File: config.mk
export PLATFORM = sky130hd
export DESIGN_NAME = memory_dumper_flat
export DESIGN_NICKNAME = d
export VERILOG_FILES = /design/src/rtl/memory_dumper_if.sv /design/src/rtl/memory_dumper.sv /design/src/flat_wrapper.sv
export SDC_FILE = /design/constraint.sdc
export NUM_CORES = 1
export LEC_CHECK = 0
export ABC_AREA = 1
export BUFFER_PORTS_ARGS = -buffer_cell sky130_fd_sc_hd__buf_2
export CORE_UTILIZATION = 62
export CTS_CLUSTER_SIZE = 16
export DETAILED_ROUTE_END_ITERATION = 8
export HOLD_SLACK_MARGIN = 0.15
export PLACE_DENSITY_LB_ADDON = 0.15
export SETUP_SLACK_MARGIN = 0.4
export SLEW_MARGIN = 15
export SYNTH_ARGS = -nofsm -noshare
export SYNTH_HDL_FRONTEND = slang
export SYNTH_SLANG_ARGS = --single-unit
export TNS_END_PERCENT = 1
File: constraint.sdc
create_clock -name clock -period 3.4 [get_ports clock]
set_input_delay 0.34 -clock clock [delete_from_list [all_inputs] [get_ports clock]]
set_output_delay 0.34 -clock clock [all_outputs]
set_load 0.05 [all_outputs]
File: src/rtl/memory_dumper_if.sv
// Bus bundle between the memory dumper and its surroundings. The master side
// is the dumper: it drives the RAM read address and the display outputs. The
// slave side is the RAM, the control buttons and the display.
interface memory_dumper_if #(
  parameter int ADRS_W = 8,
  parameter int DATA_W = 8
);
  // Control inputs to the dumper
  logic              start;
  logic              stop;
  logic              step;
  logic              auto_mode;

  // RAM read port
  logic [DATA_W-1:0] mm_q;
  logic [ADRS_W-1:0] mm_adrs;
  logic              mm_wr_en;

  // Display and status outputs
  logic [ADRS_W-1:0] dump_adrs;
  logic [DATA_W-1:0] dump_data;
  logic              dump_valid;
  logic              busy;
  logic              done;

  modport master (
    input  start, stop, step, auto_mode, mm_q,
    output mm_adrs, mm_wr_en, dump_adrs, dump_data, dump_valid, busy, done
  );

  modport slave (
    output start, stop, step, auto_mode, mm_q,
    input  mm_adrs, mm_wr_en, dump_adrs, dump_data, dump_valid, busy, done
  );
endinterface

File: src/rtl/memory_dumper.sv
// Memory dumper: walks the program RAM from START_ADRS to END_ADRS one word at
// a time and latches each {address, data} pair for the 7-seg display and LEDs.
// Advance is paced by an internal tick (auto_mode=1) or by step pulses.
// Read-only: the RAM write enable is held low permanently.
module memory_dumper #(
  parameter int                ADRS_W     = 8,
  parameter int                DATA_W     = 8,
  parameter logic [ADRS_W-1:0] START_ADRS = '0,
  parameter logic [ADRS_W-1:0] END_ADRS   = '1,
  parameter int                RD_LAT     = 1,
  parameter int                DIV_TICKS  = 10_000_000
) (
  input  logic            clock,
  input  logic            reset,
  memory_dumper_if.master bus
);

  localparam int WAIT_W = (RD_LAT < 1)    ? 1 : $clog2(RD_LAT + 1);
  localparam int TICK_W = (DIV_TICKS < 2) ? 1 : $clog2(DIV_TICKS);

  localparam logic [WAIT_W-1:0] WAIT_LOAD = WAIT_W'(RD_LAT);
  localparam logic [TICK_W-1:0] TICK_LAST = TICK_W'(DIV_TICKS - 1);

  typedef enum logic [2:0] {
    IDLE,
    ISSUE,
    WAIT,
    CAPT,
    SHOW,
    DONE
  } state_t;

  state_t              state;
  logic [ADRS_W-1:0]   mm_adrs;
  logic [ADRS_W-1:0]   dump_adrs;
  logic [DATA_W-1:0]   dump_data;
  logic                dump_valid;
  logic                busy;
  logic                done;
  logic [WAIT_W-1:0]   wait_cnt;
  logic [TICK_W-1:0]   tick;
  logic                tick_hit;
  logic                adv;

  // A step and an auto tick landing in the same cycle merge into one advance.
  assign tick_hit = bus.auto_mode && (tick == TICK_LAST);
  assign adv      = bus.step || tick_hit;

  // The dumper only reads: the write enable is a constant, not a register.
  assign bus.mm_wr_en   = 1'b0;
  assign bus.mm_adrs    = mm_adrs;
  assign bus.dump_adrs  = dump_adrs;
  assign bus.dump_data  = dump_data;
  assign bus.dump_valid = dump_valid;
  assign bus.busy       = busy;
  assign bus.done       = done;

  // Dump sequencer: state, read address, captured pair, pacing counters and
  // the busy/done flags, all registered together.
  // NOTE: every state register uses <= so all of them update from the same
  // pre-edge values; a blocking write here would leak into later reads.
  always_ff @(posedge clock or posedge reset) begin
    if (reset) begin
      state      <= IDLE;
      mm_adrs    <= START_ADRS;
      dump_adrs  <= '0;
      dump_data  <= '0;
      dump_valid <= 1'b0;
      busy       <= 1'b0;
      done       <= 1'b0;
      wait_cnt   <= '0;
      tick       <= '0;
    end else if (bus.stop && busy) begin
      // Abort: the last shown pair stays on the display but is flagged stale.
      state      <= IDLE;
      mm_adrs    <= START_ADRS;
      dump_valid <= 1'b0;
      busy       <= 1'b0;
      done       <= 1'b0;
    end else begin
      case (state)
        IDLE, DONE: begin
          // start while busy never reaches here, so a dump cannot restart.
          if (bus.start) begin
            state      <= ISSUE;
            mm_adrs    <= START_ADRS;
            dump_valid <= 1'b0;
            busy       <= 1'b1;
            done       <= 1'b0;
          end
        end

        ISSUE: begin
          state    <= WAIT;
          wait_cnt <= WAIT_LOAD;
        end

        WAIT: begin
          wait_cnt <= wait_cnt - WAIT_W'(1);
          if (wait_cnt <= WAIT_W'(1)) begin
            state <= CAPT;
          end
        end

        CAPT: begin
          dump_adrs  <= mm_adrs;
          dump_data  <= bus.mm_q;
          dump_valid <= 1'b1;
          tick       <= '0;
          state      <= SHOW;
        end

        SHOW: begin
          // Turning auto_mode off freezes the tick count instead of clearing it.
          if (bus.auto_mode) begin
            tick <= tick + TICK_W'(1);
          end
          if (adv) begin
            if (mm_adrs == END_ADRS) begin
              state <= DONE;
              busy  <= 1'b0;
              done  <= 1'b1;
            end else begin
              mm_adrs <= mm_adrs + ADRS_W'(1);
              state   <= ISSUE;
            end
          end
        end

        default: begin
          state <= IDLE;
          busy  <= 1'b0;
          done  <= 1'b0;
        end
      endcase
    end
  end

endmodule

File: src/flat_wrapper.sv
// flat-port wrapper written by rule: the top's interface ports become plain ports
module memory_dumper_flat 
#(
  parameter int                ADRS_W     = 8,
  parameter int                DATA_W     = 8,
  parameter logic [ADRS_W-1:0] START_ADRS = '0,
  parameter logic [ADRS_W-1:0] END_ADRS   = '1,
  parameter int                RD_LAT     = 1,
  parameter int                DIV_TICKS  = 10_000_000
)
  (clock, reset, bus_start, bus_stop, bus_step, bus_auto_mode, bus_mm_q, bus_mm_adrs, bus_mm_wr_en, bus_dump_adrs, bus_dump_data, bus_dump_valid, bus_busy, bus_done);
  memory_dumper_if #(.ADRS_W(ADRS_W), .DATA_W(DATA_W)) bus_i ();
  input  logic clock;
  input  logic reset;
  input wire logic [$bits(bus_i.start)-1:0] bus_start;
  input wire logic [$bits(bus_i.stop)-1:0] bus_stop;
  input wire logic [$bits(bus_i.step)-1:0] bus_step;
  input wire logic [$bits(bus_i.auto_mode)-1:0] bus_auto_mode;
  input wire logic [$bits(bus_i.mm_q)-1:0] bus_mm_q;
  output wire logic [$bits(bus_i.mm_adrs)-1:0] bus_mm_adrs;
  output wire logic [$bits(bus_i.mm_wr_en)-1:0] bus_mm_wr_en;
  output wire logic [$bits(bus_i.dump_adrs)-1:0] bus_dump_adrs;
  output wire logic [$bits(bus_i.dump_data)-1:0] bus_dump_data;
  output wire logic [$bits(bus_i.dump_valid)-1:0] bus_dump_valid;
  output wire logic [$bits(bus_i.busy)-1:0] bus_busy;
  output wire logic [$bits(bus_i.done)-1:0] bus_done;
  assign bus_i.start = bus_start;
  assign bus_i.stop = bus_stop;
  assign bus_i.step = bus_step;
  assign bus_i.auto_mode = bus_auto_mode;
  assign bus_i.mm_q = bus_mm_q;
  assign bus_mm_adrs = bus_i.mm_adrs;
  assign bus_mm_wr_en = bus_i.mm_wr_en;
  assign bus_dump_adrs = bus_i.dump_adrs;
  assign bus_dump_data = bus_i.dump_data;
  assign bus_dump_valid = bus_i.dump_valid;
  assign bus_busy = bus_i.busy;
  assign bus_done = bus_i.done;
  memory_dumper #(.ADRS_W(ADRS_W), .DATA_W(DATA_W), .START_ADRS(START_ADRS), .END_ADRS(END_ADRS), .RD_LAT(RD_LAT), .DIV_TICKS(DIV_TICKS)) u_core (.clock(clock), .reset(reset), .bus(bus_i));
endmodule
==> results.cfg, run 1 <==
[outcome]
outcome = finished clean

[sta]
tightestPinTransition_ns = 0.9129
final_max_slew_viol_count = 0
skew_ns = 0.01206
fmax_ghz = 0.5649
layout_min_cycle_time_ns = 1.770
setup_viol = 0
final_hold_viol_count = 0
slew_headroom_pct = 39.07
final.period_utilization_pct = 52.07
setup_ws_ns = 1.630
grt_setup_unrepaired = false
finalSetupTns_ns = 0

[grt]
grt_max_degree = 55
grt_remaining_overflow = 0
grt_antenna_before_repair = 0
grt_first_pass_wirelength_um = 11700
grt_use_total_pct = 28.41
grt_pass1_vias = 2664

[yosys]
synth_top_family_by_area = simple AND/OR/NAND/NOR gates
synth_compound_area_share_pct = 4.529
avgSynthCellArea_um2 = 7.125
netlist_area_um2 = 3149
synthCells = 442
synth_nets = 458
synth_xor_area_share_pct = 0.8343
synth_warnings = 0
synth_fa_ha_area_share_pct = 0.7946
synthSimpleGateAreaFrac_pct = 43.42
synth_seq_cells = 54
synth_seq_area_share_pct = 42.91
ys.flop_type = dfrtp_1
synthMuxAreaShare_pct = 0
async_flop_share_pct = 100.0
synth_edf_count = 0
yosysUniqueCellTypes = 32

[floorplan]
start_util_pct = 65.38
dieHeight_um = 73.27
rows = 25
ios = 42
core_area_um2 = 4817
dieArea_um2 = 5368
chipWidth_um = 73.27

[setup_path]
r2r_slack_ns = 1.63
crit_type = reg2reg
cpMaxStageDelayCell = dfrtp_1
cp.arrival_ns = 1.99
regToRegStartpoint = u_core.state[0]$_DFFE_PP0P_
crit_required_ns = 3.62
max_stage_delay_ns = 0.46
cp_max_fo = 12
worstPathCellList = nor2_4 > nand2_2 > inv_1 > nand2_1 > nand3_2 > nand3_2 > nand2_1 > nand2_1
worst_path_most_repeated_cell = nand2_1
cp-end-kind = register
ff2ff_path_depth = 8
start_kind = register
r2r-end = u_core.bus.mm_adrs[6]$_DFFE_PP0P_

[detailed_routing]
drc = 0
drt-met1-wl_um = 3080
via_per_inst = 5.360
vias = 2932
route.met3.wl_um = 363
dr.pass1.iters = 5
wl_met2_um = 3469
ant_nets = 0
drt_iter0_drc = 166
highest_layer = met4
drt-total-wl_um = 7010
post_drt_wl_per_cell_um = 12.82

[pwr]
power_switching_uw = 987.6
seq_power_share_pct = 39.2
swShare_pct = 47.56
p_int_mw = 1.089
irDropWorstVdd_mv = 0.5577
pwr-share-comb_pct = 42.2
pwr-share-clk_pct = 18.6
total_power_mw = 2.076
power_leakage_nw = 1.687
cellPowerDensity_nw_per_um2 = 599.8

[cts]
cts.path.max_buffers = 2
path_clk_slew_ns = 0.11
cts_tree = yes
holdBufCountCts = 0
cts_setup_buffers = 0
cts_root_buffer = clkbuf_8
cts_buffers = 5
ctsHtreeMaxLevel = 2
post_cts_resized = 0
clk_latency_ns = 0.32
clock_sinks = 54

[layout]
layout.cells.most_common = nand2_1
areaGrowthSynthToFinish_pct = 9.932
layout_common_cells = nand2_1 (162), nor2_1 (62), dfrtp_1 (54)
drive_gt1_share_pct = 15.63
antenna_cells = 0
finalNetCount = 495
fillers = 441

[min_path]
hold_path.class = in2async

[placement]
portBuffers = 40
pre_cts_ws_ns = 1.649
gp_congestion = 0.9166
hpwl_um = 5243

[job]
cap_violations = 0
==> area by class of cell <==
class / instances / area (µm²) / area share (%)
Timing Repair Buffer: 41 / 207.7 / 5.999
Sequential cell: 54 / 1351 / 39.03
Tap cell: 67 / 83.83 / 2.421
Clock inverter: 3 / 26.28 / 0.7589
Inverter: 42 / 158.9 / 4.590
Multi-Input combinational cell: 335 / 1565 / 45.21
Clock buffer: 5 / 68.82 / 1.988
==> cells in the mapped netlist (2+ instances only) <==
library cell  instances  area, µm²
a21oi_1               7      35.03
buf_2                 6      30.03
buf_6                 3      33.78
dfrtp_1              54       1351
ha_1                  2      25.02
inv_1                38      142.6
inv_2                 4      15.01
nand2_1             162      608.1
nand2_2               3      18.77
nand2_4               2      22.52
nand3_1              22      110.1
nand3_2               3      30.03
nand3b_1              2      15.01
nand4_1              22      137.6
nor2_1               62      232.7
nor2_2                3      18.77
nor2_4                5      56.30
nor3_1               10      50.05
nor3_2                3      30.03
o21ai_0              15      75.07
o21ai_1               2      10.01
xor2_1                2      17.52
==> cells by family after synthesis <==
logic type                 Yosys count
AOI/OAI and AO/OA                   27
xor gates and xnor gates             3
adders and majority gates            2
buffers and inverters               53
DFF                                 54
other                                1
and+or+nand+nor                    302
==> critical path: cells and delay by family (launching register included) <==
| kind | cells | cell delay, ns |
|---|---|---|
| and+or+nand+nor | 7 | 0.87 |
| buffers and inverters | 1 | 0.34 |
| DFF | 1 | 0.46 |
==> registers in the layout (all words and copies together) (netlist names) <==
register,cells
u_core.tick,24
u_core.bus.dump_adrs,8
u_core.bus.dump_data,8
u_core.bus.mm_adrs,8
u_core.state,3
u_core.bus.busy,1
u_core.bus.done,1
u_core.bus.dump_valid,1
==> worst max path at each step <==
stage / from / to / slack, ns / cells after the start
after detailed placement: u_core.state[0]$_DFFE_PP0P_ / u_core.bus.mm_adrs[6]$_DFFE_PP0P_ / 1.65 / 8
after global placement: u_core.state[0]$_DFFE_PP0P_ / u_core.bus.mm_adrs[6]$_DFFE_PP0P_ / 1.70 / 8
final: u_core.state[0]$_DFFE_PP0P_ / u_core.bus.mm_adrs[6]$_DFFE_PP0P_ / 1.63 / 8
after CTS: u_core.state[0]$_DFFE_PP0P_ / u_core.bus.mm_adrs[6]$_DFFE_PP0P_ / 1.63 / 8
after floorplan: u_core.bus.mm_adrs[0]$_DFFE_PP0P_ / u_core.bus.mm_adrs[0]$_DFFE_PP0P_ / 1.55 / 9
after global routing: u_core.bus.mm_adrs[0]$_DFFE_PP0P_ / u_core.bus.mm_adrs[2]$_DFFE_PP0P_ / 1.42 / 9
==> metrics by stage <==
stage / hold slack (ns) / cell area, µm² / std cells / util [%]
after floorplan: 0.4496 / 3149 / 442 / -
after global placement: 0.4536 / 3366 / 539 / 69.87
after detailed placement: 0.4623 / 3366 / 539 / 69.87
after CTS: 0.2053 / 3461 / 547 / 71.84
after global routing: 0.2096 / 3462 / 547 / 71.87
final: 0.1725 / 3462 / 547 / 71.87
==> power groups by stage <==
| stage | Sequential [mW] | Clock, mW | Combinational (mW) |
|---|---|---|---|
| floorplan | 1.06 | 0 | 0.482 |
| global placement | 0.821 | 0 | 0.863 |
| detailed placement | 0.826 | 0 | 0.879 |
| CTS | 0.814 | 0.391 | 0.882 |
| global route | 0.824 | 0.416 | 0.955 |
| finish | 0.814 | 0.387 | 0.876 |
==> metal layers <==
layer	GRT usage [%]	up-vias
li1	-	1490
met1	35.54	1334
met2	48.77	95
met3	5.898	13
met4	9.804	0
met5	0	-
Power figures use the tool's default switching activity.
==> run 2: changes to the inputs <==
Settings changed: ABC_AREA 1 to 0, CORE_UTILIZATION 62 to 51.
Clock period 3.4 ns to 1.6 ns, I/O delays scaled along.
==> results.cfg, run 2 <==
[layout]
regMostFlops = u_core.tick
layout.cells.non_filler = 436
largest_reg_flops = 24
final_area_um2 = 4068
drive_gt1_share_pct = 49.73
layout.cells.most_common = buf_4
finalNetCount = 381
areaGrowthSynthToFinish_pct = 45.33
antenna_cells = 0
layout_common_cells = buf_4 (54), dfrtp_1 (47), buf_2 (31)

[setup_path]
r2r-end = u_core.bus.mm_adrs[3]$_DFFE_PP0P_
crit_type = reg2reg
start_kind = register
ff2ff_path_depth = 4
crit_required_ns = 1.83
cp.arrival_ns = 2.07
cp_max_fo = 7
r2r_slack_ns = -0.24
cp-end-kind = register
regToRegStartpoint = u_core.state[0]$_DFFE_PP0P_

[floorplan]
rows = 26
ios = 42
core_area_um2 = 5205
dieHeight_um = 76.08
dieArea_um2 = 5788
chipWidth_um = 76.08
start_util_pct = 53.77

[min_path]
whs_path_depth = 4
hold_path.class = in2reg
worstHoldStart = bus_start
holdPathEnd = u_core.bus.dump_valid$_DFFE_PP0P_

[pwr]
power_leakage_nw = 1.925
cellPowerDensity_nw_per_um2 = 1270
irDropWorstVdd_mv = 1.261

[grt]
grt_max_degree = 55
grt_pass1_vias = 2372
grt_first_pass_wirelength_um = 11040
grt_antenna_before_repair = 0
grt_use_total_pct = 23.93
grt_remaining_overflow = 0

[yosys]
synth_seq_cells = 54
netlist_area_um2 = 2799
ys.flop_type = dfrtp_1
synth_area_leaders = dfrtp_1 (48%), mux2_2 (7.2%), xor2_1 (5.9%), nor2_1 (3.9%), nand4_1 (2.5%)
synthCells = 258
synth_nets = 274
yosys.area.top_type = dfrtp_1
synth_edf_count = 0
synth.most_common_cell = dfrtp_1
avgSynthCellArea_um2 = 10.85
synth_warnings = 0
synth_common_cells = dfrtp_1 (54), nor2_1 (29), xor2_1 (19), mux2_2 (18), nand3_1 (13)
async_flop_share_pct = 100.0
synth_seq_area_share_pct = 48.28
yosysUniqueCellTypes = 48
synth_top_area_share_pct = 48.28

[placement]
portBuffers = 40
hpwl_um = 4251
gp_congestion = 0.8477
post_dp_cell_area_um2 = 3515
dpl.cell_count = 415
pre_cts_ws_ns = -0.3542

[sta]
slew_headroom_pct = 64.91
fmax_ghz = 0.5426
setup_viol = 34
layout_min_cycle_time_ns = 1.843
setup_ws_ns = -0.2429
final.period_utilization_pct = 115.2
grt_setup_unrepaired = true
skew_ns = 0.004072
final_max_slew_viol_count = 0
final_hold_viol_count = 0
tightestPinTransition_ns = 0.5258
finalSetupTns_ns = -4.454

[outcome]
violations = negative setup slack
outcome = finished with violations

[cts]
path_clk_slew_ns = 0.09
clk_latency_ns = 0.30
ctsHtreeMaxLevel = 2
cts_root_buffer = clkbuf_8
cts_tree = yes
cts_buffers = 5
clock_sinks = 54
cts.path.max_buffers = 2

[detailed_routing]
via_per_inst = 5.392
post_drt_wl_per_cell_um = 15.53
drc = 0
dr.pass1.iters = 4
ant_nets = 0
drt-total-wl_um = 6772
drt_iter0_drc = 122
vias = 2351

[job]
cap_violations = 0
## run 2: cell types whose count changed in the layout (fill, tap and decap cells not counted), sizes merged, moves of 8 or more
cell and delta:
nand4 -12, mux2 +18, dlygate4sd3 +9, inv -37, nand3 -13, xor2 +17
o21ai -13, nand2 -157, and2 +8, nor2 -37, buf +65
## run 2: cells by family (layout without fill, tap and decap cells)
kind of cell	Yosys count	count (layout)	synth area share, %
AND/OR/NAND/NOR	111	111	22.98
flip-flops	54	54	48.28
AO/OA/AOI/OAI	26	26	8.404
XOR/XNOR	23	23	7.197
buffers and inverters	21	129	4.157
multiplexers	20	20	7.957
adder cells (fa/ha/maj)	2	2	0.8939
other	1	1	0.1340
## run 2: layout make-up
class / instances / area, µm²
Clock buffer: 6 / 82.58
Clock inverter: 2 / 12.51
Fill cell: 312 / 1137
Inverter: 6 / 22.52
Multi-Input combinational cell: 183 / 1579
Sequential cell: 54 / 1360
Tap cell: 70 / 87.58
Timing Repair Buffer: 115 / 923.4
## run 2: worst max-delay path, cell delays in order, from the launching register on
cell      delay, ns
dfrtp_2        0.46
or3b_4         0.41
or2_1          0.29
or4_4          0.54
o211ai_2       0.07
## run 2: worst max path at each step
stage,from,to,slack [ns],cells past startpoint
6_report,u_core.state[0]$_DFFE_PP0P_,u_core.bus.mm_adrs[3]$_DFFE_PP0P_,-0.24,4
4_1_cts,u_core.tick[14]$_DFFE_PP0P_,u_core.bus.mm_adrs[4]$_DFFE_PP0P_,-0.22,6
3_5_place_dp,u_core.tick[11]$_DFFE_PP0P_,u_core.bus.mm_adrs[2]$_DFFE_PP0P_,-0.35,6
2_1_floorplan,u_core.bus.mm_adrs[0]$_DFFE_PP0P_,u_core.bus.mm_adrs[7]$_DFFE_PP0P_,-0.27,6
5_1_grt,u_core.tick[11]$_DFFE_PP0P_,u_core.bus.mm_adrs[2]$_DFFE_PP0P_,-0.34,6
3_3_place_gp,u_core.tick[7]$_DFFE_PP0P_,u_core.bus.mm_adrs[3]$_DFFE_PP0P_,-0.27,6
## run 2: metrics by stage
step	power, mW	hold WS [ns]	utilization (%)
6_report	5.166	0.2230	78.15
3_5_place_dp	3.931	0.2361	67.52
3_3_place_gp	3.900	0.2321	67.52
2_1_floorplan	3.291	0.3116	-
5_1_grt	5.421	0.2575	78.15
4_1_cts	5.011	0.2234	75.14
## run 2: routing by layer
| layer | wire length [µm] | track usage, % | up-vias |
|---|---|---|---|
| met5 | 0 | 0 | - |
| met4 | 27 | 6.346 | 0 |
| met3 | 257 | 4.431 | 2 |
| met2 | 3383 | 40.00 | 53 |
| met1 | 3104 | 32.15 | 1157 |
| li1 | - | - | 1139 |
## run 2: repair_timing
action,CTS,global route
endpoints found under the hold margin,62,0
resized for setup,55,31
setup buffers,2,1
setup endpoints to repair,61,61
pin swaps,17,9
hold buffers,9,0
gates cloned,1,0
## run 2: power breakdown
part	total (mW)	switching, mW	internal (mW)
Clock	0.789	0.440	0.349
Combinational	2.65	1.54	1.11
Sequential	1.73	0.150	1.58
Total	5.17	2.13	3.04
